`src/rtl/sram_serial_loader.sv`:
```
// Serial SRAM loader: samples an asynchronous sclk/sdata pair while the load
// pin holds a window open. It decodes a {sel, addr} header and then writes
// data bytes into successive byte lanes of the 16-bit SRAM words.
// Optional feature macro: LOADER_CHECKSUM_EN adds a running XOR checksum output.
module sram_serial_loader #(
    parameter int ADDR_W      = 11,
    parameter int DATA_W      = 8,
    parameter int SYNC_STAGES = 2
) (
    input  logic              clk,
    input  logic              rst,
    input  logic              load_in,
    input  logic              sclk_in,
    input  logic              sdata_in,
    output logic [ADDR_W-1:0] sram_addr,
    output logic [DATA_W-1:0] sram_din,
    output logic              sram_sel,
    output logic              sram_we,
    output logic              load_active,
    output logic [ADDR_W+1:0] byte_count,
    output logic              wrapped
`ifdef LOADER_CHECKSUM_EN
    ,
    output logic [DATA_W-1:0] checksum
`endif
);

    localparam int HDR_BITS = ADDR_W + 1;
    localparam int CNT_W    = $clog2(HDR_BITS + 1);

    localparam logic [CNT_W-1:0]  CNT_ONE  = 1;
    localparam logic [CNT_W-1:0]  HDR_LAST = CNT_W'(HDR_BITS - 1);
    localparam logic [CNT_W-1:0]  BYTE_LAST = CNT_W'(DATA_W - 1);
    localparam logic [ADDR_W-1:0] ADDR_ONE = 1;
    localparam logic [ADDR_W+1:0] BC_ONE   = 1;

    typedef enum logic [1:0] {IDLE, HDR, DATA, ADV} state_t;

    state_t                 state;
    logic [SYNC_STAGES-1:0] sclk_sync;
    logic [SYNC_STAGES-1:0] sdata_sync;
    logic [SYNC_STAGES-1:0] load_sync;
    logic                   sclk_prev;
    logic [HDR_BITS-1:0]    shift_reg;
    logic [CNT_W-1:0]       bit_cnt;
    logic                   pending;
    logic                   pending_bit;

    logic sclk_s;
    logic sdata_s;
    logic load_s;
    logic sclk_rise;
    logic data_edge;
    logic data_bit;

    assign sclk_s    = sclk_sync[SYNC_STAGES-1];
    assign sdata_s   = sdata_sync[SYNC_STAGES-1];
    assign load_s    = load_sync[SYNC_STAGES-1];
    assign sclk_rise = sclk_s & ~sclk_prev;

    // A serial edge parked during ADV is replayed as the next data edge
    always_comb begin
        data_edge = sclk_rise | pending;
        data_bit  = pending ? pending_bit : sdata_s;
    end

    // Bring the three host pins into the clk domain and remember the last sclk level
    always_ff @(posedge clk or posedge rst) begin
        if (rst) begin
            sclk_sync  <= '0;
            sdata_sync <= '0;
            load_sync  <= '0;
            sclk_prev  <= 1'b0;
        end else begin
            sclk_sync  <= {sclk_sync[SYNC_STAGES-2:0], sclk_in};
            sdata_sync <= {sdata_sync[SYNC_STAGES-2:0], sdata_in};
            load_sync  <= {load_sync[SYNC_STAGES-2:0], load_in};
            sclk_prev  <= sclk_s;
        end
    end

    // Loader FSM: header decode, byte deserialisation, write strobe and lane advance
    always_ff @(posedge clk or posedge rst) begin
        if (rst) begin
            state       <= IDLE;
            shift_reg   <= '0;
            bit_cnt     <= '0;
            pending     <= 1'b0;
            pending_bit <= 1'b0;
            sram_addr   <= '0;
            sram_din    <= '0;
            sram_sel    <= 1'b0;
            sram_we     <= 1'b0;
            load_active <= 1'b0;
            byte_count  <= '0;
            wrapped     <= 1'b0;
`ifdef LOADER_CHECKSUM_EN
            checksum    <= '0;
`endif
        end else begin
            sram_we <= 1'b0;
            case (state)
                IDLE: begin
                    if (load_s) begin
                        state       <= HDR;
                        load_active <= 1'b1;
                        bit_cnt     <= '0;
                        shift_reg   <= '0;
                        pending     <= 1'b0;
                        wrapped     <= 1'b0;
                        byte_count  <= '0;
`ifdef LOADER_CHECKSUM_EN
                        checksum    <= '0;
`endif
                    end
                end
                HDR: begin
                    if (!load_s) begin
                        state       <= IDLE;
                        load_active <= 1'b0;
                    end else if (sclk_rise) begin
                        shift_reg <= {shift_reg[HDR_BITS-2:0], sdata_s};
                        if (bit_cnt == HDR_LAST) begin
                            sram_sel  <= shift_reg[HDR_BITS-2];
                            sram_addr <= {shift_reg[ADDR_W-2:0], sdata_s};
                            bit_cnt   <= '0;
                            state     <= DATA;
                        end else begin
                            bit_cnt <= bit_cnt + CNT_ONE;
                        end
                    end
                end
                DATA: begin
                    if (!load_s) begin
                        state       <= IDLE;
                        load_active <= 1'b0;
                        pending     <= 1'b0;
                    end else if (data_edge) begin
                        pending   <= 1'b0;
                        shift_reg <= {shift_reg[HDR_BITS-2:0], data_bit};
                        if (bit_cnt == BYTE_LAST) begin
                            sram_din   <= {shift_reg[DATA_W-2:0], data_bit};
                            sram_we    <= 1'b1;
                            byte_count <= byte_count + BC_ONE;
                            bit_cnt    <= '0;
                            state      <= ADV;
                        end else begin
                            bit_cnt <= bit_cnt + CNT_ONE;
                        end
                    end
                end
                ADV: begin
`ifdef LOADER_CHECKSUM_EN
                    checksum <= checksum ^ sram_din;
`endif
                    if (!load_s) begin
                        state       <= IDLE;
                        load_active <= 1'b0;
                        pending     <= 1'b0;
                    end else begin
                        if (sclk_rise) begin
                            pending     <= 1'b1;
                            pending_bit <= sdata_s;
                        end
                        if (!sram_sel) begin
                            sram_sel <= 1'b1;
                        end else begin
                            sram_sel  <= 1'b0;
                            sram_addr <= sram_addr + ADDR_ONE;
                            if (sram_addr == '1) begin
                                wrapped <= 1'b1;
                            end
                        end
                        state <= DATA;
                    end
                end
                default: begin
                    state       <= IDLE;
                    load_active <= 1'b0;
                end
            endcase
        end
    end

endmodule

```
`config.mk`:
```
export PLATFORM = sky130hd
export DESIGN_NAME = sram_serial_loader
export DESIGN_NICKNAME = d
export VERILOG_FILES = /design/src/rtl/sram_serial_loader.sv
export SDC_FILE = /design/constraint.sdc
export NUM_CORES = 1
export LEC_CHECK = 0
export ABC_CLOCK_PERIOD_IN_PS = 5200
export CAP_MARGIN = 20
export CORE_ASPECT_RATIO = 0.5
export CORE_MARGIN = 3
export CORE_UTILIZATION = 25
export CTS_CLUSTER_SIZE = 25
export DETAILED_ROUTE_END_ITERATION = 10
export SLEW_MARGIN = 20
export SYNTH_ARGS = -nofsm -noshare
export SYNTH_HDL_FRONTEND = slang
export SYNTH_SLANG_ARGS = --single-unit
```
`constraint.sdc`:
```
create_clock -name clk -period 5.2 [get_ports clk]
set_clock_uncertainty 0.1 [all_clocks]
set_input_delay 0.52 -clock clk [delete_from_list [all_inputs] [get_ports clk]]
set_output_delay 0.52 -clock clk [all_outputs]
set_load 0.01 [all_outputs]
```
==> impl_metrics.yaml <==
cells_and_area:
  final_common_cell: "dfrtp_1"
  antenna_cells: 0
  nNetsFinal: 372
  drive_above_1_share_pct: 8.82
  final_cell_mix: "dfrtp_1 (62), o21ai_0 (43), clkdlybuf4s50_1 (40)"
  area_growth_pct: 27.2
  largest_register_ffs: 13
  final_util_pct: 33.1
clocking:
  cts_root_buffer: "clkbuf_16"
  ctsResizeCount: 0
  path_clk_slew_ns: 0.06
  cts_tree: "done"
  postCtsHoldBufs: 0
  cts_sinks: 62
  postCtsSetupRepairBufs: 0
  clock_path_buffers: 2
  clk_latency_ns: 0.33
  htreeDepth: 3
  cts_buffers: 9
timing:
  maxSlewHeadroom_pct: 30.2
  rsz0062_at_grt: "false"
  drv_slew: 0
  hold_ws_ns: 0.250
  fmax_mhz: 373
  min_period_over_period_pct: 51.5
  layout_setup_ws_ns: 2.52
  final-hold-violation-count: 0
  setup_viol: 0
  period_minus_slack_ns: 2.68
  fin_setup_tns_ns: 0
  worstMarginPinSlew_ns: 1.04
detailed_routing:
  drc_errors: 0
  wl_per_cell_um: 14.2
  firstDrtPassIters: 4
  antenna_left: 0
  drt-vias-per-instance: 4.85
  route.vias.total: 2559
  drt-initial-drc-count: 143
  drt_wl_total_mm: 7.52
floorplanning:
  std_cell_rows: 28
  start_util_pct: 26.0
  die_width_um: 164
  die_h_um: 84.9
  design.die.area_mm2: 0.0139
  ios: 41
  core_area_mm2: 0.0120
synth:
  syn_nets: 335
  synth.area.top_cells: "dfrtp_1 (50%), o21ai_0 (6.9%), ha_1 (3.6%), mux2_2 (3.3%), nand2_1 (2.8%)"
  synth_edf_count: 0
  ys.flop_type: "dfrtp_1"
  synth_top_area_share_pct: 49.8
  synth_area_mm2: 0.00311
  synth_top_cell_by_area: "dfrtp_1"
  async_flop_share_pct: 100
  synthCells: 321
  yosysWarnings: 0
  synth.distinct_cells: 48
  postSynthAreaPerCell_um2: 9.70
  synth_seq_cells: 62
  ys_seq_area_share_pct: 49.8
placed_design:
  io_buffers: 40
  post-place-ws_ns: 2.59
  place_congestion: 0.859
  post-dp-hpwl_mm: 5.07
power:
  power_per_cell_area_mw_per_mm2: 446
  peakVddDrop_uv: 189
  power_leakage_nw: 1.62
  p_total_mw: 1.77
outcome:
  status: "finished clean"
global_route:
  grt_pass1_vias: 2407
  grt_max_degree: 63
  grt_overflow_total: 0
  grt_usage_pct: 11.1
  grt_first_pass_wirelength_mm: 12.5
  antenna_found_initial: 0
run:
  cap_violations: 0
setup_path:
  start_kind: "register"
  cp.required_ns: 5.31
  cp.arrival_ns: 2.79
  criticalPathCategory: "reg -> reg"
  reg2reg_depth: 4
  crit_fanout: 20
  end_kind: "register"
min_path:
  worstHoldPathType: "reg -> reg"
  hold_depth: 0
Yosys cell counts, drive strengths merged (3+ instances only):
cell type,number
a211oi,7
a21oi,18
a31oi,9
and2,3
buf,7
clkbuf,9
dfrtp,62
ha,9
inv,15
mux2,9
nand2,23
nand2b,6
nand3,13
nand4,5
nor2,16
nor3,5
o211ai,6
o21a,3
o21ai,45
o31ai,8
or3,7
or4,6
power by group:
part	switching [mW]	total [mW]	leakage (nW)	internal (mW)
registers	0.0800	0.622	0.795	0.542
clock network	0.230	0.602	0.146	0.372
logic	0.337	0.542	0.675	0.205
total	0.647	1.77	1.62	1.12
final timing paths:
path / slack (ns) / to / startpoint
worst max-delay path: 2.52 / shift_reg[0] / state[0]
min in group asynchronous: 0.65 / sram_addr[9] / rst
max in group asynchronous: 3.83 / load_active / rst
worst max register to register: 2.52 / shift_reg[0] / state[0]
worst min register to register: 0.25 / load_sync[1] / load_sync[0]
worst min-delay path: 0.25 / load_sync[1] / load_sync[0]
through the flow:
| stage | instance area [µm²] | cells |
|---|---|---|
| 2_1_floorplan | 3110 | 321 |
| 3_3_place_gp | 3660 | 512 |
| 3_5_place_dp | 3660 | 512 |
| 4_1_cts | 3960 | 528 |
| 5_1_grt | 3960 | 528 |
| 6_report | 3960 | 528 |
cells by family (layout without fill, tap and decap cells):
logic type      Yosys count  count (layout)  synth area share (%)
flops                    62              62                  49.8
mux                      11              11                  3.90
buf+inv                  31              73                  4.18
compound gates          110             110                  21.9
simple gates             98              98                  16.5
fa+ha+maj                 9               9                  3.62
area by class of cell:
cell class | instances | area (µm²)
sequential | 62 | 1550
fill | 1249 | 8020
inverter | 15 | 56.3
tap | 165 | 206
multi-input combinational | 228 | 1430
clock inverter | 7 | 73.8
clock buffer | 9 | 225
timing repair buffer | 42 | 415
worst max-delay path, cell delays in order, from the launching register on:
cell and delay [ns]:
dfrtp_1 0.47, ha_1 0.63, o21bai_1 0.52, or2_1 0.44, mux2_2 0.39
metal layers:
layer	global-route usage (%)	part of all wire (%)	up-vias
met5	0	0	-
met4	3.38	0.86	0
met3	3.17	3.5	5
met2	16.7	44	44
met1	15.6	51	1248
li1	-	-	1262
No activity file was read; power rests on OpenSTA's default activity.
